<file path="src/rtl/serial_sub_pkg.sv">
// serial_sub_pkg: shared FSM state type and counter sizing for serial_subtractor
package serial_sub_pkg;
  typedef enum logic [1:0] {IDLE, RUN, DONE} state_t;
  localparam int DEF_WIDTH = 8;
  function automatic int cnt_w(input int w);
    return $clog2(w);
  endfunction
endpackage

</file>
<file path="src/rtl/serial_subtractor_full_subtractor.sv">
// full_subtractor: one-bit a - b - b_in cell built from gate primitives
module full_subtractor (
  input  logic a,
  input  logic b,
  input  logic b_in,
  output logic d,
  output logic b_out
);
  logic w_x, w_na, w_nx, w_g0, w_g1;
  xor u_x0 (w_x, a, b);
  xor u_x1 (d, w_x, b_in);
  not u_n0 (w_na, a);
  not u_n1 (w_nx, w_x);
  and u_a0 (w_g0, w_na, b);
  and u_a1 (w_g1, w_nx, b_in);
  or  u_o0 (b_out, w_g0, w_g1);
endmodule

</file>
<file path="src/rtl/serial_subtractor.sv">
// serial_subtractor: bit-serial d = a - b - b_in, LSB first, one result per WIDTH+1 cycles.
// Define SERIAL_SUB_SAT_EN to clamp underflowing results to zero.
module serial_subtractor
  import serial_sub_pkg::*;
#(
  parameter int WIDTH = DEF_WIDTH
) (
  input  logic             clk,
  input  logic             rst_n,
  input  logic             start,
  input  logic [WIDTH-1:0] a,
  input  logic [WIDTH-1:0] b,
  input  logic             b_in,
  output logic             busy,
  output logic             done,
  output logic [WIDTH-1:0] d,
  output logic             b_out
);
  localparam int CW = cnt_w(WIDTH);
  state_t           r_state, w_next;
  logic [WIDTH-1:0] r_sa, r_sb, r_d, w_shift, w_final;
  logic [WIDTH-2:0] r_res;
  logic [CW-1:0]    r_cnt;
  logic             r_borrow, r_bout, w_diff, w_bnext, w_load, w_last;

  full_subtractor u_fs (
    .a    (r_sa[0]),
    .b    (r_sb[0]),
    .b_in (r_borrow),
    .d    (w_diff),
    .b_out(w_bnext)
  );

  assign w_load  = start && r_state != RUN;
  assign w_last  = r_state == RUN && r_cnt == CW'(WIDTH - 1);
  assign w_shift = {w_diff, r_res};
`ifdef SERIAL_SUB_SAT_EN
  assign w_final = w_bnext ? '0 : w_shift;
`else
  assign w_final = w_shift;
`endif

  always_ff @(posedge clk or negedge rst_n)
    if (!rst_n) r_state <= IDLE;
    else        r_state <= w_next;

  always_comb begin
    w_next = r_state == RUN ? (w_last ? DONE : RUN) : (start ? RUN : IDLE);
  end

  always_comb begin
    busy = r_state == RUN;
    done = r_state == DONE;
  end

  // result bits enter at the top so the LSB-first stream lands in place after WIDTH shifts
  always_ff @(posedge clk or negedge rst_n) begin
    if (!rst_n) begin
      r_sa     <= '0;
      r_sb     <= '0;
      r_res    <= '0;
      r_borrow <= 1'b0;
      r_cnt    <= '0;
      r_d      <= '0;
      r_bout   <= 1'b0;
    end else if (w_load) begin
      r_sa     <= a;
      r_sb     <= b;
      r_borrow <= b_in;
      r_cnt    <= '0;
    end else if (r_state == RUN) begin
      r_sa     <= r_sa >> 1;
      r_sb     <= r_sb >> 1;
      r_res    <= w_shift[WIDTH-1:1];
      r_borrow <= w_bnext;
      r_cnt    <= r_cnt + 1'b1;
      if (w_last) begin
        r_d    <= w_final;
        r_bout <= w_bnext;
      end
    end
  end

  assign d     = r_d;
  assign b_out = r_bout;
endmodule

</file>
<file path="config.mk">
export PLATFORM = sky130hd
export DESIGN_NAME = serial_subtractor
export DESIGN_NICKNAME = d
export VERILOG_FILES = /design/src/rtl/serial_sub_pkg.sv /design/src/rtl/serial_subtractor_full_subtractor.sv /design/src/rtl/serial_subtractor.sv
export SDC_FILE = /design/constraint.sdc
export NUM_CORES = 1
export LEC_CHECK = 0
export ABC_AREA = 1
export CAP_MARGIN = 30
export CORE_ASPECT_RATIO = 1.25
export CORE_MARGIN = 4
export CORE_UTILIZATION = 51
export CTS_BUF_LIST = sky130_fd_sc_hd__clkbuf_16
export CTS_CLUSTER_SIZE = 10
export DETAILED_ROUTE_END_ITERATION = 8
export PLACE_DENSITY = 0.78
export SLEW_MARGIN = 25
export SYNTH_ARGS = -nofsm -noshare
export SYNTH_HDL_FRONTEND = slang
export SYNTH_SLANG_ARGS = --single-unit
</file>
<file path="constraint.sdc">
create_clock -name clk -period 1.5 [get_ports clk]
set_clock_uncertainty 0.2 [all_clocks]
set_input_delay 0.375 -clock clk [delete_from_list [all_inputs] [get_ports clk]]
set_output_delay 0.375 -clock clk [all_outputs]
set_load 0.01 [all_outputs]
</file>
### Word level (Yosys, flattened, before mapping)

Cells that the tools add are included.

| storage, ports and cells | value |
|---|---|
| bits of input ports | 20 |
| bits in registers | 38 |
| word-level logic and storage cells | 37 |
| output and inout port bits | 11 |

| operators by class | value |
|---|---|
| bitwise gates (word level) | 8 |
| multiplexer cells | 11 |
| reduce and logical (&&, ||, !) cells | 5 |
| equal/unequal tests | 4 |
| $add $sub $neg | 1 |

Operators with widths:

| operator | count |
|---|---|
| two-way mux 8 bit | 4 |
| two-way mux 3 bit | 2 |
| two-way mux 2 bit | 2 |
| adder 3 x 1 -> 3 bit (second input constant) | 1 |
| == test 3 bit (second input constant) | 1 |
| two-way mux 1 bit | 3 |
| NOT 1 bit | 3 |
| AND reduction 3 bit | 1 |
| AND 1 bit | 2 |
| == test 2 x 1 -> 1 bit (second input constant) | 1 |
| == test 2 bit (second input constant) | 1 |
| logical AND 1 bit | 2 |
| inequality test 2 x 1 -> 1 bit (second input constant) | 1 |
| AND reduction 2 bit | 1 |
| nonzero test 2 bit | 1 |
| bitwise XOR 1 bit | 2 |
| OR 1 bit | 1 |

### Logic depth before layout (Yosys ltp)

| depth | value |
|---|---|
| word-level depth | 6 |
| mapped depth | 7 |
| mapped depth without buffers | 6 |

### By module

A second synthesis with hierarchy kept.

| second synthesis, totals | value |
|---|---|
| cells, all modules | 185 |
| area total of the unflattened synthesis | 1685.4 um^2 |

Modules (own cells, without submodules):

| module | area an instance (um^2) | times used | sequential area each (um^2) | cells an instance |
|---|---|---|---|---|
| serial_subtractor | 1654.1 | 1 | 950.9 | 181 |
| full_subtractor | 31.3 | 1 | 0.0 | 4 |

### Worst setup path after synthesis

No wires, ideal clock.

| timing | value |
|---|---|
| kind | register -> register |
| start point | reg r_cnt[0] |
| end point | reg r_d[7] (netlist: d[7]) |
| library setup time | 0.117 ns |
| data arrival time | 1.090 ns |
| path buffers | 1 |
| data required time | 1.183 ns |
| stages on the path, launching flop included | 8 |
| setup slack | 0.093 ns |
| period minus slack after synthesis | 1.407 ns |
| cell sequence | dfrtp_1 -> ha_1 -> ha_1 -> inv_1 -> nor2_1 -> buf_4 -> nand2_1 -> nand2_1 |

| on the way | value |
|---|---|
| cells in the longest elaborated chain, start to end | 3 |

Ends and longest elaborated chain:

| element | RTL line | source |
|---|---|---|
| start: declaration | serial_subtractor.sv:23 | `logic [CW-1:0] r_cnt;` |
| start signal: assignment | serial_subtractor.sv:76 | `r_cnt <= r_cnt + 1'b1;` |
| == test 3 bit | serial_subtractor.sv:35 | `assign w_last = r_state == RUN && r_cnt == CW'(WIDTH - 1);` |
| logical AND 1 bit | serial_subtractor.sv:35 |  |
| AND reduction 3 bit (no source line) | - |  |
| end signal: assignment | serial_subtractor.sv:78 | `r_d <= w_final;` |
| end: declaration | serial_subtractor.sv:21 | `logic [WIDTH-1:0] r_sa, r_sb, r_d, w_shift, w_final;` |

Every way passes these cells.
A chain may end at the register's enable or synchronous reset.

### Worst setup path after layout

| timing | value |
|---|---|
| start point | reg r_state[1] |
| end point | out done |

| on the way | value |
|---|---|
| cells in the longest elaborated chain, start to end | 1 |

Ends and longest elaborated chain:

| element | RTL line | source |
|---|---|---|
| start: declaration | serial_subtractor.sv:20 | `state_t r_state, w_next;` |
| start signal: assignment | serial_subtractor.sv:45 | `else r_state <= w_next;` |
| == test 2 bit | serial_subtractor.sv:53 | `done = r_state == DONE;` |
| end: declaration | serial_subtractor.sv:15 | `output logic done,` |

Every way passes these cells.

==> reports/qor.yml <==
rrSetupSlack_ns: 0.05
grt_pass1_vias: 1391
power_frac_seq_pct: 38.1
row_count: 23
tightestPinTransition_ns: 0.226
vias: 1408
synthSimpleGateAreaFrac_pct: 30.0
insertion_delay_ns: 0.28
synth_ff_type: "dfrtp_1"
synth-async-reset-ratio_pct: 100
maxCapViolations: 0
critPathKind: "register to output port"
cts-root-buf: "clkbuf_16"
final_antenna_net_count: 0
start_kind: "register"
synth.most_common_cell: "nand2_1"
clk_pin_slew_ns: 0.05
rsz0062_at_grt: "yes"
wl_per_cell_microns: 13.9
violations: "setup timing"
synth_area_per_cell_sq_um: 9.11
p_per_area_nw_per_um2: 2060
nFillCells: 249
internal-power_uw: 2930
cts.sinks: 38
finalMaxSlewViolations: 0
io_pins: 31
reg2reg_to: "r_sa[6]"
switching_share_pct: 36.4
fin_cells: 260
power_frac_clock_pct: 20.7
synth_area_sq_um: 1690
seq_area_frac_synth_pct: 56.4
overflow: 0
dp_slack_ns: -0.221
setup_slack_ns: -0.0320
max_slew_margin_pct: 84.9
synth_edf_count: 0
synth-seq-cells: 38
place_hpwl_microns: 2260
end_kind: "output port"
synth_top_family_by_area: "simple AND/OR/NAND/NOR gates"
synth-adder-area-share_pct: 2.67
cts_inserted_buffers: 5
timing.final.crit_period_ns: 1.53
post-route-drc-count: 0
synth_mux_area_share_pct: 0
leakagePower_uw: 0.00110
synth.distinct_cells: 17
setup_violations: 2
synth_cells: 185
period_share_pct: 102
hold_ws_ns: 0.269
synth_xor_area_share_pct: 0
synth_compound_area_share_pct: 2.38
pwr-share-comb_pct: 41.2
grt_util_all_layers_pct: 17.9
numPortBuffers: 30
start_util_pct: 52.8
dieArea_sq_um: 4290
htreeDepth: 2
ctsLongestPathBuffers: 2
die_h_microns: 72.3
synth_warnings: 0
hold_violations: 0
hp-class: "register to register"
antenna_found_initial: 0
cts_tree: "done"
dr.first_iter.drc_count: 94
ys_top_cells_by_count: "nand2_1, nand3_1, dfrtp_1, inv_1"
place_congestion: 0.706
drive_above_1_share_pct: 13.5
grt_pass1_wl_microns: 5810
synth_top_area_share_pct: 56.4
critPathRequiredTime_ns: 0.92
arrival_ns: 0.96
routed_wl_microns: 3610
core-area_sq_um: 3190
synth_nets: 208
nNetsFinal: 246
power_switching_uw: 1670
outcome: "finished with violations"
r2r-start: "r_state[1]"
peakVddDrop_uv: 1360
setup-tns-final_ns: -0.0415
synth_top_area_cell: "dfrtp_1"
crit_fanout: 2
grt_max_degree: 47
r2r.worst_path.cells: 6
diodes: 0
area_growth_pct: 32.6
cp-endpoint: "done"
via_per_inst: 5.42
fmax_mhz: 653
dp.cells: 248
die_w_microns: 59.4
min_path_cells: 2
critPathLaunch: "r_state[1]"
drt_first_pass_iters: 4
synthTopCellsByArea: "dfrtp_1, nand3_1, nand2_1"
==> cells by family (layout without fill, tap and decap cells) <==
kind of cell | after synthesis | count (layout)
compound gates | 8 | 8
fa+ha+maj | 3 | 3
buf+inv | 22 | 59
flops | 38 | 38
simple gates | 114 | 115
==> metrics by stage <==
stage	cell area, sq um	total power [uW]	utilization (%)
floorplan	1690	2950	-
global placement	2010	3310	62.8
detailed placement	2010	3410	62.8
CTS	2170	4390	67.8
global route	2230	4960	70.0
finish	2230	4600	70.0
==> worst min path at each step <==
stage,from,end
2_1_floorplan,rst_n,b_out
3_3_place_gp,rst_n,d[0]
3_5_place_dp,rst_n,d[1]
4_1_cts,d[5],d[5]
5_1_grt,d[0],d[0]
6_report,d[5],d[5]
==> state kept, by name, summed over array words and instances (netlist names) <==
name / cells
r_sa: 8
r_cnt: 3
r_res: 7
b_out: 1
r_sb: 8
r_state: 2
r_borrow: 1
d: 8
==> what timing repair did <==
action	CTS	global route
hold buffers	1	0
cloned	0	2
endpoints found under the setup margin	28	34
resized for setup	32	10
pin swaps	0	2
hold endpoints to repair	38	0
setup buffers	1	1
==> area by class of cell <==
cell class	instances	area, sq um	area share (%)
clock buffers	5	125	5.60
clock inverters	2	7.51	0.336
inverters	10	37.5	1.68
multi-input cells	126	622	27.8
flip-flops and latches	38	952	42.6
well taps	37	46.3	2.07
repair buffers	42	444	19.9
==> critical path, stage by stage (launching register included) <==
cell     delay [ns]
dfrtp_1        0.39
inv_2          0.07
nor2_4         0.11
buf_6          0.11
==> routing by layer <==
| metal | wire length [microns] | GRT usage [%] |
|---|---|---|
| met4 | 52 | 5.29 |
| met2 | 1940 | 32.1 |
| met5 | 0 | 0 |
| met1 | 1410 | 20.0 |
| met3 | 199 | 5.34 |
==> power by group through the flow <==
stage / combinational (uW) / sequential, uW / clock, uW
final: 1900 / 1750 / 952
after global routing: 2140 / 1810 / 1000
after CTS: 1680 / 1750 / 965
after global placement: 1590 / 1720 / 0
after detailed placement: 1660 / 1750 / 0
after floorplan: 1190 / 1760 / 0
==> placed cells by master, fill, tap and decap left out, drive strengths merged <==
master / instances
clkdlybuf4s50: 18
fa: 1
nand3: 52
ha: 2
dfrtp: 38
clkdlybuf4s15: 8
a21oi: 1
nand2: 59
dlygate4sd3: 1
buf: 13
inv: 12
nor2: 4
clkbuf: 7
o21ai: 7
Power figures use the tool's default switching activity.
